`src/rtl/regfile_mp.sv`:
```
// regfile_mp: multi-port register file with registered reads,
// optional hardwired-zero entry 0, write-through forwarding and a write-conflict flag.
//
// Ports:
//   i_clk        clock; all state updates on the rising edge
//   i_rstn       asynchronous active-low reset; clears storage and outputs
//   i_rdEn       per-read-port enable; a low enable holds that port's output
//   i_rsAddr     read addresses, port k at [k*ADDR_WIDTH +: ADDR_WIDTH]
//   o_rsData     registered read data, port k at [k*DATA_WIDTH +: DATA_WIDTH]
//   i_wrEn       per-write-port enable
//   i_rdAddr     write addresses, port w at [w*ADDR_WIDTH +: ADDR_WIDTH]
//   i_rdData     write data, port w at [w*DATA_WIDTH +: DATA_WIDTH]
//   o_wrConflict registered; high after an edge where two live writes hit one address
module regfile_mp #(
    parameter int DATA_WIDTH = 32,
    parameter int ADDR_WIDTH = 5,
    parameter int NUM_RD     = 2,
    parameter int NUM_WR     = 1,
    parameter bit ZERO_REG   = 1'b1,
    parameter bit BYPASS     = 1'b1
) (
    input  logic                         i_clk,
    input  logic                         i_rstn,
    input  logic [NUM_RD-1:0]            i_rdEn,
    input  logic [NUM_RD*ADDR_WIDTH-1:0] i_rsAddr,
    output logic [NUM_RD*DATA_WIDTH-1:0] o_rsData,
    input  logic [NUM_WR-1:0]            i_wrEn,
    input  logic [NUM_WR*ADDR_WIDTH-1:0] i_rdAddr,
    input  logic [NUM_WR*DATA_WIDTH-1:0] i_rdData,
    output logic                         o_wrConflict
);
    localparam int DEPTH = 2 ** ADDR_WIDTH;

    typedef logic [DATA_WIDTH-1:0] word_t;
    typedef logic [ADDR_WIDTH-1:0] addr_t;

    word_t mem [DEPTH];

    addr_t wrAddr  [NUM_WR];
    word_t wrData  [NUM_WR];
    logic  wrValid [NUM_WR];

    addr_t rsAddr [NUM_RD];
    word_t rsNext [NUM_RD];
    word_t rsQ    [NUM_RD];

    logic conflictNext;
    logic conflictQ;

    for (genvar w = 0; w < NUM_WR; w++) begin : gWr
        assign wrAddr[w] = i_rdAddr[w*ADDR_WIDTH +: ADDR_WIDTH];
        assign wrData[w] = i_rdData[w*DATA_WIDTH +: DATA_WIDTH];
        // A write to the zero entry is dropped before it can
        // update storage, forward, or count as a conflict.
        assign wrValid[w] = i_wrEn[w] &&
                            !(ZERO_REG && wrAddr[w] == '0);
    end

    for (genvar k = 0; k < NUM_RD; k++) begin : gRd
        assign rsAddr[k] = i_rsAddr[k*ADDR_WIDTH +: ADDR_WIDTH];
        assign o_rsData[k*DATA_WIDTH +: DATA_WIDTH] = rsQ[k];
    end

    // Ascending scan: the highest matching write port wins.
    always_comb begin
        for (int k = 0; k < NUM_RD; k++) begin
            rsNext[k] = mem[rsAddr[k]];
            if (BYPASS) begin
                for (int w = 0; w < NUM_WR; w++) begin
                    if (wrValid[w] && wrAddr[w] == rsAddr[k]) begin
                        rsNext[k] = wrData[w];
                    end
                end
            end
            if (ZERO_REG && rsAddr[k] == '0) begin
                rsNext[k] = '0;
            end
        end
    end

    always_comb begin
        conflictNext = 1'b0;
        for (int i = 0; i < NUM_WR; i++) begin
            for (int j = i + 1; j < NUM_WR; j++) begin
                if (wrValid[i] && wrValid[j] &&
                    wrAddr[i] == wrAddr[j]) begin
                    conflictNext = 1'b1;
                end
            end
        end
    end

    // Later loop iterations override earlier ones, so the
    // higher write port wins a same-address collision.
    always_ff @(posedge i_clk or negedge i_rstn) begin
        if (!i_rstn) begin
            for (int a = 0; a < DEPTH; a++) begin
                mem[a] <= '0;
            end
        end else begin
            for (int w = 0; w < NUM_WR; w++) begin
                if (wrValid[w]) begin
                    mem[wrAddr[w]] <= wrData[w];
                end
            end
        end
    end

    always_ff @(posedge i_clk or negedge i_rstn) begin
        if (!i_rstn) begin
            for (int k = 0; k < NUM_RD; k++) begin
                rsQ[k] <= '0;
            end
            conflictQ <= 1'b0;
        end else begin
            for (int k = 0; k < NUM_RD; k++) begin
                if (i_rdEn[k]) begin
                    rsQ[k] <= rsNext[k];
                end
            end
            conflictQ <= conflictNext;
        end
    end

    assign o_wrConflict = conflictQ;

endmodule

```
`config.mk`:
```
export PLATFORM = sky130hd
export DESIGN_NAME = regfile_mp
export DESIGN_NICKNAME = d
export VERILOG_FILES = /design/src/rtl/regfile_mp.sv
export SDC_FILE = /design/constraint.sdc
export NUM_CORES = 2
export LEC_CHECK = 0
export ABC_AREA = 0
export CORE_MARGIN = 3
export CORE_UTILIZATION = 40
export CTS_CLUSTER_SIZE = 14
export DETAILED_ROUTE_END_ITERATION = 6
export SKIP_LAST_GASP = 1
export SLEW_MARGIN = 20
export SYNTH_ARGS = -nofsm -noshare
export SYNTH_HDL_FRONTEND = slang
export SYNTH_SLANG_ARGS = --single-unit
```
`constraint.sdc`:
```
create_clock -name i_clk -period 4.7 [get_ports i_clk]
set_input_delay 1.175 -clock i_clk [delete_from_list [all_inputs] [get_ports i_clk]]
set_output_delay 1.175 -clock i_clk [all_outputs]
set_load 0.1 [all_outputs]
```
Word level (Yosys, flattened, before mapping)

Index checks and enable logic that the tools add are counted.

Mux-type cells: 13
Order comparisons: 4
Reduce and logical (&&, ||, !) cells: 8
Bitwise logic cells: 3
Equality and inequality tests: 2

Operators with widths:

| operator                                                              | count |
|---|---|
| 1024-bit bitwise mux                                                  | 1 |
| 32-bit binary-select mux with 5-bit select                            | 2 |
| 32-bit two-way mux                                                    | 9 |
| 32-bit demux with 5-bit select                                        | 1 |
| 6-bit >= comparator (second input constant)                           | 3 |
| 5-bit NOT with 6-bit output                                           | 3 |
| 5-bit logical NOT                                                     | 3 |
| 5-bit equality test                                                   | 2 |
| 6-bit by 1-bit < comparator with 1-bit output (second input constant) | 1 |
| 1-bit logical AND                                                     | 4 |
| 1-bit logical NOT                                                     | 1 |

Input bits: 52
Output and inout port bits: 65
Logic and storage cells: 64
Bits in registers: 1088

Longest topological paths before layout

Word-level depth: 6
Gate-level depth with buffers: 8

Worst setup path before layout

Ideal clock, no wire load.

Path type: input to register
Start: in i_rsAddr[0]
End: reg rsQ, in the netlist o_rsData[30]
Data arrival time: 2.819 ns
Stages: 8
Slack: 1.738 ns
Data required time: 4.558 ns
Path buffers: 4
Cells stage by stage: buf_2 buf_6 buf_6 buf_2 mux4_2 a22o_1 nor2_1 o221ai_1

Longest elaborated chain between the ends: 6
Elaborated cells on any way between the ends: 9
Those cells by class: eq/ne: 1; mux: 5; bitwise: 1; reduce/logical: 2

Ends and longest elaborated chain:

| item                                                  | line | RTL |
|---|---|---|
| start: declaration                                    | 25   | `input logic [NUM_RD*ADDR_WIDTH-1:0] i_rsAddr,` |
| 5-bit NOT with 6-bit output (implied by the code)     | 67   | `rsNext[k] = mem[rsAddr[k]];` |
| 32-bit binary-select mux with 5-bit select            | 67   |  |
| 32-bit two-way mux (implied by the code) (2 in a row) | 67   |  |
| 32-bit two-way mux                                    | 70   | `if (wrValid[w] && wrAddr[w] == rsAddr[k]) begin` |
| 32-bit two-way mux *                                  | 75   | `if (ZERO_REG && rsAddr[k] == '0) begin` |
| end signal: indexed assignment                        | 118  | `rsQ[k] <= rsNext[k];` |
| end: declaration                                      | 45   | `word_t rsQ [NUM_RD];` |

Mark *: on every way between the ends. The rest lies on a longest branch, timed or not. The select of a mux whose other input is x is not followed.
A chain may end at the register's enable or synchronous reset.

Final worst setup path

Start: reg rsQ, in the netlist o_rsData[32]
End: out o_rsData[32]

RTL lines:

| item             | line | RTL |
|---|---|---|
| end: declaration | 26   | `output logic [NUM_RD*DATA_WIDTH-1:0] o_rsData,` |

No word-level cell between the ends.

==> out/qor.yml <==
outcome: "finished clean"
cp-end-kind: "primary output"
dp_hpwl_um: 103700
clkSinkCount: 1088
ys_seq_area_frac: 0.4776
r2r_start: "mem[786]$_DFFE_PN0P_"
start_util: 0.4055
synth_top_area_frac: 0.4776
synth_cells: 3615
critPathSlowestCell: "clkdlybuf4s50_1"
fin_crit_sh: 0.7726
synth-seq-cells: 1088
slew_violations: 0
setup_viol: 0
ant_nets: 0
max_stage_delay_ns: 1.20
yosysWarnings: 0
hold_path.class: "reg2reg"
die_h_um: 383.5
skew_ns: 0.02363
grt_overflow_total: 0
crit_fanout: 2
port_buffers: 115
route.detailed.drc: 0
relSlewSlack: 0.2235
multi_input_area_um2: 27790
start_kind: "flop"
ys_types: 34
drt-initial-drc-count: 3057
syn_nets: 3667
p_leak_nw: 27.13
critPathBufInv: 1
cts_resized: 0
grt_pass1_vias: 36610
track_usage: 0.2379
numCtsBuffers: 118
regArea_um2: 27230
required_ns: 3.52
grt_max_degree: 83
via_per_inst: 6.244
root_buffer: "clkbuf_16"
die_area_um2: 147100
worstHoldStart: "mem[1016]$_DFFE_PN0P_"
core_um2: 140600
syn-cell-area_um2: 57000
finalNetCount: 3624
htree_levels: 3
yosys-top-cells-area: "dfrtp_1, mux4_2, mux2_2, a22o_1, clkbuf_1"
cap_viol_max_count: 0
grt_pass1_wl_um: 257700
cp_top_family: "buffers and inverters"
pwr_density_cell_nw_per_um2: 451.2
post_cts_buffers: 0
worstPathCellList: "clkdlybuf4s50_1"
wl_per_cell_um: 31.13
num_rows: 137
cts_tree: "built"
antenna_cells: 0
io_pins: 117
cts_hold_buf: 0
die_w_um: 383.5
timing_worst_slew_pin_value_ns: 1.165
place_congestion: 0.7917
critical_path.startpoint: "o_rsData[32]$_DFFE_PN0P_"
rsz0062_at_grt: "no"
fin_crit_ns: 3.631
syn_avg_cell_area_um2: 15.77
cts_buffer_depth: 3
fin_util: 0.4597
path_class: "reg2out"
arrival_ns: 2.46
clkTransAtPathRegs_ns: 0.06
tns_ns: 0
fillCellCount: 12290
ir_drop_uv: 353.9
syn_to_final_growth_pct: 13.35
drive_gt1_frac: 0.5428
hold_viol: 0
vias: 34640
antenna_found_initial: 6
first_pass_iters: 5
clock_latency_ns: 0.73
yosysTopAreaCell: "dfrtp_1"
max_freq_mhz: 275.4
routed_wl_um: 172700
metal layers:
| metal | vias to the layer above | routed length [um] | share of wire | track usage |
|---|---|---|---|---|
| li1 | 14010 | - | - | - |
| met1 | 19190 | 76440 | 0.44 | 0.3431 |
| met2 | 1207 | 80840 | 0.47 | 0.3717 |
| met3 | 226 | 11910 | 0.069 | 0.04700 |
| met4 | 2 | 3515 | 0.020 | 0.05782 |
| met5 | - | 11 | 0.000064 | 0 |
final cells by class:
class | count | area share
Clock buffer | 172 | 0.05449
Sequential cell | 1088 | 0.4214
Multi-Input combinational cell | 2037 | 0.4302
Clock inverter | 48 | 0.009915
Tap cell | 1876 | 0.03633
Inverter | 65 | 0.003776
Timing Repair Buffer | 262 | 0.04396
state kept, by name (all words and copies together) (netlist names):
register,count
mem,1024
o_rsData,64
cells in the final DEF (no fill, tap or decap), types with 11 or more instances in the layout:
cell type        Yosys  final
a22o_1             128    128
clkdlybuf4s50_1      0     87
bufinv_16            0     15
nand2_2              0     11
clkinv_1            64     64
buf_4                9     99
buf_2              102     19
o221ai_1            64     64
nor2_4               0     18
dfrtp_1           1088   1088
clkbuf_16            0    122
clkinv_2             0     28
a41oi_1             64     64
clkbuf_8             0     28
mux2_2             992    992
nor2_1              85     67
mux4_2             576    576
nor2b_1             68     64
clkbuf_1           227     22
buf_12               0     50
cell families (layout without fill, tap and decap cells):
group,Yosys count,in the layout,synth area share
AO/OA/AOI/OAI,266,266,0.04131
flip-flops,1088,1088,0.4776
multiplexers,1568,1568,0.4236
XOR/XNOR,10,10,0.001536
buffers and inverters,490,547,0.03905
other,1,1,0.00006579
AND/OR/NAND/NOR,192,192,0.01684
synthesized netlist by cell type (all sizes together):
| master | number |
|---|---|
| a21o | 2 |
| xor2 | 10 |
| mux2 | 992 |
| clkinv | 64 |
| and2 | 2 |
| dfrtp | 1088 |
| nand3 | 2 |
| nor3 | 4 |
| o21a | 2 |
| a2111oi | 2 |
| nor2b | 68 |
| buf | 198 |
| nor2 | 85 |
| o221ai | 64 |
| conb | 1 |
| nand2 | 19 |
| nor3b | 3 |
| and3 | 1 |
| clkbuf | 227 |
| inv | 1 |
| or4 | 2 |
| a211o | 2 |
| or2 | 2 |
| or3 | 1 |
| o21ai | 2 |
| mux4 | 576 |
| a41oi | 64 |
| a22o | 128 |
| nand3b | 3 |
final timing paths:
check / end / slack, ns / cells past startpoint
min in group asynchronous: mem[189]$_DFFE_PN0P_ / 0.48 / 1
hold / removal: mem[1016]$_DFFE_PN0P_ / 0.40 / 0
setup reg to reg: o_rsData[50]$_DFFE_PN0P_ / 2.96 / 4
hold reg to reg: mem[1016]$_DFFE_PN0P_ / 0.40 / 0
max in group asynchronous: mem[155]$_DFFE_PN0P_ / 3.11 / 2
setup / recovery: o_rsData[32] / 1.07 / 1
through the flow:
stage	power (W)	cells	setup slack, ns	area [um^2]	hold WS [ns]
4_1_cts	0.02939	5548	1.021	64660	0.3976
5_1_grt	0.03039	5548	0.9656	64610	0.4111
6_report	0.02915	5548	1.069	64610	0.3963
3_3_place_gp	0.01915	5326	0.6129	60480	0.3764
2_1_floorplan	0.01731	3615	1.738	57000	0.4413
3_5_place_dp	0.01935	5328	0.6601	60500	0.3820
power by group:
group | total, W | switching (W) | leakage [nW] | internal (W)
Combinational | 0.00667 | 0.00310 | 11.1 | 0.00356
Clock | 0.00997 | 0.00398 | 2.07 | 0.00599
Sequential | 0.0125 | 0.00134 | 14.0 | 0.0112
Total | 0.0292 | 0.00842 | 27.1 | 0.0207
No activity file was read; power rests on OpenSTA's default activity.
